## config.mk

```make
export PLATFORM = sky130hd
export DESIGN_NAME = mem_bus_ctrl
export DESIGN_NICKNAME = d
export VERILOG_FILES = /design/src/rtl/mem_bus_pkg.sv /design/src/rtl/mem_bus_array.sv /design/src/rtl/mem_bus_ctrl.sv
export SDC_FILE = /design/constraint.sdc
export NUM_CORES = 1
export LEC_CHECK = 0
export BUFFER_PORTS_ARGS = -buffer_cell sky130_fd_sc_hd__buf_2
export CAP_MARGIN = 0
export CORE_MARGIN = 3
export CORE_UTILIZATION = 55
export DETAILED_ROUTE_END_ITERATION = 8
export PLACE_DENSITY = 0.87
export SLEW_MARGIN = 30
export SYNTH_ARGS = -nofsm -noshare
export SYNTH_HDL_FRONTEND = slang
export SYNTH_SLANG_ARGS = --single-unit
```

## constraint.sdc

```tcl
create_clock -name clk -period 2.41 [get_ports clk]
set_input_delay 0.6025 -clock clk [delete_from_list [all_inputs] [get_ports clk]]
set_output_delay 0.6025 -clock clk [all_outputs]
set_load 0.02 [all_outputs]
```

## src/rtl/mem_bus_pkg.sv

```systemverilog
// rtl/mem_bus_pkg.sv - shared state encoding, widths and parity helper for the memory bus controller
package mem_bus_pkg;

    localparam int MEM_BUS_DW    = 8;
    localparam int MEM_BUS_CNT_W = 4;

    typedef enum logic [1:0] {
        ST_IDLE,
        ST_SETUP,
        ST_ACCESS,
        ST_TURN
    } mem_bus_state_e;

    // Even parity: the stored bit makes the total count of ones even.
    function automatic logic even_parity(input logic [MEM_BUS_DW-1:0] data);
        return ^data;
    endfunction

endpackage

```

## src/rtl/mem_bus_array.sv

```systemverilog
// rtl/mem_bus_array.sv - byte array, sync write / comb read; MEM_BUS_CTRL_PARITY_EN adds a parity bit per entry
module mem_bus_array
    import mem_bus_pkg::*;
#(
    parameter int AW = 4
) (
    input  logic                  clk,
    input  logic                  we_i,
    input  logic [AW-1:0]         addr_i,
    input  logic [MEM_BUS_DW-1:0] wdata_i,
    output logic [MEM_BUS_DW-1:0] rdata_o,
    output logic                  perr_o
);

`ifdef MEM_BUS_CTRL_PARITY_EN
    logic [MEM_BUS_DW:0] mem_q [0:2**AW-1];

    always_ff @(posedge clk) begin
        if (we_i) begin
            mem_q[addr_i] <= {even_parity(wdata_i), wdata_i};
        end
    end

    assign rdata_o = mem_q[addr_i][MEM_BUS_DW-1:0];
    assign perr_o  = mem_q[addr_i][MEM_BUS_DW] != even_parity(mem_q[addr_i][MEM_BUS_DW-1:0]);
`else
    logic [MEM_BUS_DW-1:0] mem_q [0:2**AW-1];

    always_ff @(posedge clk) begin
        if (we_i) begin
            mem_q[addr_i] <= wdata_i;
        end
    end

    assign rdata_o = mem_q[addr_i];
    assign perr_o  = 1'b0;
`endif

endmodule

```

## src/rtl/mem_bus_ctrl.sv

```systemverilog
// rtl/mem_bus_ctrl.sv - setup/access/turnaround sequencer for the tristate bus buffer; MEM_BUS_CTRL_PARITY_EN enables read parity check
module mem_bus_ctrl
    import mem_bus_pkg::*;
#(
    parameter int AW         = 4,
    parameter int ACC_CYCLES = 1
) (
    input  logic                  clk,
    input  logic                  rst_n,
    input  logic                  cmd_valid,
    output logic                  cmd_ready,
    input  logic                  cmd_we,
    input  logic [AW-1:0]         cmd_addr,
    output logic                  read,
    output logic                  write,
    output logic [MEM_BUS_DW-1:0] data_out,
    input  logic [MEM_BUS_DW-1:0] data_in,
    output logic                  rsp_valid,
    output logic [MEM_BUS_DW-1:0] rsp_data,
    output logic                  rsp_err
);

    localparam logic [MEM_BUS_CNT_W-1:0] ACC_INIT = MEM_BUS_CNT_W'(ACC_CYCLES);
    localparam logic [MEM_BUS_CNT_W-1:0] CNT_LAST = MEM_BUS_CNT_W'(1);

    mem_bus_state_e           state_q;
    logic [MEM_BUS_CNT_W-1:0] cnt_q;
    logic                     we_q;
    logic [AW-1:0]            addr_q;
    logic                     cmd_ready_q;
    logic                     read_q;
    logic                     write_q;
    logic [MEM_BUS_DW-1:0]    data_out_q;
    logic                     rsp_valid_q;
    logic [MEM_BUS_DW-1:0]    rsp_data_q;
    logic                     rsp_err_q;

    logic [AW-1:0]            arr_addr;
    logic                     arr_we;
    logic [MEM_BUS_DW-1:0]    arr_rdata;
    logic                     arr_perr;

    // In IDLE the array is addressed by the incoming command so data_out is valid from SETUP on.
    assign arr_addr = (state_q == ST_IDLE) ? cmd_addr : addr_q;
    assign arr_we   = (state_q == ST_ACCESS) && we_q && (cnt_q == CNT_LAST);

    mem_bus_array #(
        .AW(AW)
    ) u_array (
        .clk     (clk),
        .we_i    (arr_we),
        .addr_i  (arr_addr),
        .wdata_i (data_in),
        .rdata_o (arr_rdata),
        .perr_o  (arr_perr)
    );

    always_ff @(posedge clk or negedge rst_n) begin
        if (!rst_n) begin
            state_q     <= ST_IDLE;
            cnt_q       <= '0;
            we_q        <= 1'b0;
            addr_q      <= '0;
            cmd_ready_q <= 1'b1;
            read_q      <= 1'b0;
            write_q     <= 1'b0;
            data_out_q  <= '0;
            rsp_valid_q <= 1'b0;
            rsp_data_q  <= '0;
            rsp_err_q   <= 1'b0;
        end else begin
            case (state_q)
                ST_IDLE: begin
                    if (cmd_valid) begin
                        state_q     <= ST_SETUP;
                        we_q        <= cmd_we;
                        addr_q      <= cmd_addr;
                        cmd_ready_q <= 1'b0;
                        if (!cmd_we) begin
                            data_out_q <= arr_rdata;
                        end
                    end
                end
                ST_SETUP: begin
                    state_q <= ST_ACCESS;
                    cnt_q   <= ACC_INIT;
                    read_q  <= !we_q;
                    write_q <= we_q;
                end
                ST_ACCESS: begin
                    if (cnt_q == CNT_LAST) begin
                        state_q     <= ST_TURN;
                        cnt_q       <= '0;
                        read_q      <= 1'b0;
                        write_q     <= 1'b0;
                        rsp_valid_q <= 1'b1;
                        rsp_err_q   <= !we_q && arr_perr;
                        if (!we_q) begin
                            rsp_data_q <= data_out_q;
                        end
                    end else begin
                        cnt_q <= cnt_q - 1'b1;
                    end
                end
                ST_TURN: begin
                    state_q     <= ST_IDLE;
                    rsp_valid_q <= 1'b0;
                    cmd_ready_q <= 1'b1;
                end
                default: begin
                    state_q <= ST_IDLE;
                end
            endcase
        end
    end

    assign cmd_ready = cmd_ready_q;
    assign read      = read_q;
    assign write     = write_q;
    assign data_out  = data_out_q;
    assign rsp_valid = rsp_valid_q;
    assign rsp_data  = rsp_data_q;
    assign rsp_err   = rsp_err_q;

endmodule

```

==> summary.txt <==
Clock network
  • CTS Buffer Depth: 2
  • CTS tree: done
  • Clk_lat worst skew: 430 ps
  • CTS Root Cell: clkbuf_16
  • Clock transition at path regs: 60 ps
  • Total CTS buffers: 17
  • CTS Hold Bufs: 0
  • Clock tree sinks: 159
  • H-tree depth: 4

Synth
  • Yosys reg bits: 159
  • Syn. warnings: 0
  • Post-Synthesis Cells: 540
  • Seq/Total Area, Yosys: 66.2%
  • Syn_area_per_cell: 12.9 um^2
  • Commonest cells in the netlist: 128 x edfxtp_1, 75 x nand2_1, 41 x o22ai_1
  • Number of library cell types mapped by synthesis: 43
  • Asr flop ratio synth: 19.5%
  • Share of the synthesized area in the top cell type: 55.1%
  • Top cells by area, synth: edfxtp_1 55%, dfrtp_1 11%, nand2_1 4.0%, o22ai_1 3.7%, a22oi_1 3.5%
  • EDFF count, synth: 128
  • Post-Syn Area: 0.00698 mm^2
  • Synth area leader: edfxtp_1
  • Synth Flop Type: edfxtp_1
  • Most common cell in the netlist: edfxtp_1
  • Syn_nets: 562

Setup path
  • Reg-to-Reg End: data_out[1]
  • WS Path Type: reg2reg
  • R2R setup slack: 60 ps
  • Critical Path End Type: flop
  • Worst r2r src: state_q[1]
  • CP Cell Sequence: inv_1 -> ha_4 -> or2_4 -> o22ai_4 -> buf_4 -> a22oi_1 -> a21oi_1 -> o41a_1
  • End of the critical path: data_out[1]
  • Max incr delay on CP: 460 ps
  • Arrival @ worst endpoint: 2720 ps
  • Critical Path RT: 2780 ps
  • Setup crit start: state_q[1]
  • Critical path's slowest cell: o22ai_4
  • CP startpoint kind: flop
  • Depth of the worst register-to-register path: 8
  • Crit-path max FO: 16

Layout
  • P&R area growth vs syn: 18.7%
  • Fin util: 67.9%
  • Area occupied by multi-input gates: 0.00213 mm^2
  • Layout cells sized above 1: 23.5%
  • # diodes: 0
  • Layout Cells excl Fill: 781
  • Fill count: 821
  • FF+latch area: 0.00462 mm^2
  • Final-stage net count: 622

Die
  • Die height: 119 um
  • Width of the chip: 119 um
  • I/O pins: 37
  • Initial core utilization: 57.2%
  • Total core area: 0.0122 mm^2
  • Floorplan row count: 40
  • Die area: 0.0141 mm^2

Power and ir drop
  • Leak pwr: 2.96 nW
  • Power Density: 1250 mW/mm^2
  • Pwr Total: 0.0104 W
  • Worst VDD drop: 0.653 mV

GRT
  • Remaining Overflow, GRT: 0
  • Largest net degree at the start of global routing: 52
  • First-pass GRT wire length: 25.9 mm
  • Initial antenna violation count: 0
  • GRT Total Usage: 24.0%
  • Number of global-route vias before repair: 4732

Drt
  • Remaining DRCs: 0
  • WL per Instance: 22.0 um
  • Vias/cell: 6.45
  • Routed vias: 5039
  • Initial DRC Count: 759
  • Drt first pass iters: 6
  • Routed Antenna Nets: 0
  • Final wirelength: 17.2 mm

STA
  • Period utilization: 97.7%
  • Final WS setup: 55.2 ps
  • Slew @ Worst Pin: 742 ps
  • Final setup fails: 0
  • Tmin final: 2350 ps
  • Worst relative slew slack: 50.5%
  • Worst Clk Skew: 7.26 ps
  • Max Slew Vio Count: 0
  • F_max: 425 MHz
  • Final Hold Vio Count: 0

Place
  • Placer Congestion: 0.867
  • Setup WS pre-CTS: -91.4 ps
  • Placed Cells: 740
  • I/O Buffers: 35
  • Placed wire-length estimate: 10.5 mm

Flow run
  • Max-cap violation count: 0

Status
  • Status: completed

Min path
  • Tightest Hold Check Type: in2async
cells by family (layout without fill, tap and decap cells):
kind of cell	count (synthesis)	after routing	synth area share, %
flip-flops	159	159	66.2
AO/OA/AOI/OAI	156	156	16.9
AND/OR/NAND/NOR	137	137	9.07
buffers and inverters	66	139	4.39
multiplexers	15	15	2.37
adder cells (fa/ha/maj)	6	6	1.08
other	1	1	0.0537
flip-flops by register name (all words and copies together) (netlist names), 2 cells and up:
register,count
rsp_data,8
data_out,8
state_q,2
cnt_q,4
u_array.mem_q,128
addr_q,4
report_power, final:
| group | internal [W] | total, W | switching (W) |
|---|---|---|---|
| combinational | 0.00175 | 0.00419 | 0.00244 |
| clock | 0.00153 | 0.00264 | 0.00110 |
| sequential | 0.00329 | 0.00357 | 0.000276 |
what timing repair did:
item                       in CTS  in global routing
setup endpoints to repair       6                 22
pin swaps                       3                  5
gates resized for setup         8                 16
setup buffers                   3                  4
gates cloned                    0                  2
critical path: cells and delay by family (launching register included):
family	cells	cell delay, ps
buffers and inverters	2	460
flip-flops	1	370
AO/OA/AOI/OAI	4	1000
adder cells (fa/ha/maj)	1	190
AND/OR/NAND/NOR	1	260
final cells by class:
type	instances	share of cell area [%]
Clock inverter	15	1.93
Multi-Input combinational cell	315	25.7
Clock buffer	17	5.13
Tap cell	168	2.54
Sequential cell	159	55.8
Timing Repair Buffer	83	7.88
Inverter	24	1.09
per-stage QoR:
step / setup TNS (ps) / area, um^2 / hold WS, ps
2_1_floorplan: -5820 / 6980 / 307
3_3_place_gp: -77.2 / 7520 / 475
3_5_place_dp: -233 / 7520 / 492
4_1_cts: 0 / 8150 / 246
5_1_grt: -29.7 / 8290 / 270
6_report: 0 / 8290 / 235
per-layer routing:
layer	track usage, %	routed length [um]	up-vias
met4	10.9	556	0
met2	37.3	8430	353
met5	0	0	-
li1	-	-	2199
met1	32.2	6410	2425
met3	5.84	1810	62
worst min path at each step:
stage / start / to / slack [ps]
after floorplan: rst_n / addr_q[0] / 310
after global placement: cnt_q[3] / cnt_q[3] / 470
after detailed placement: cmd_ready / cmd_ready / 490
after CTS: rst_n / rsp_data[0] / 250
after global routing: rst_n / rsp_valid / 270
final: rst_n / rsp_valid / 230
placed cells by master, fill, tap and decap left out, types with 8 or more instances in the layout:
cell type	synthesis	routed
edfxtp_1	128	128
nand2_1	75	75
o22ai_1	41	41
buf_4	5	38
buf_2	14	35
a22oi_1	33	32
dfrtp_1	30	30
nand2b_1	27	26
inv_1	24	24
a21oi_1	20	20
clkbuf_16	0	19
nor3_1	18	18
o32ai_1	15	15
mux2_2	12	12
o21ai_0	12	12
a2111oi_2	2	8
o41a_1	8	8
Power figures use the tool's default switching activity.
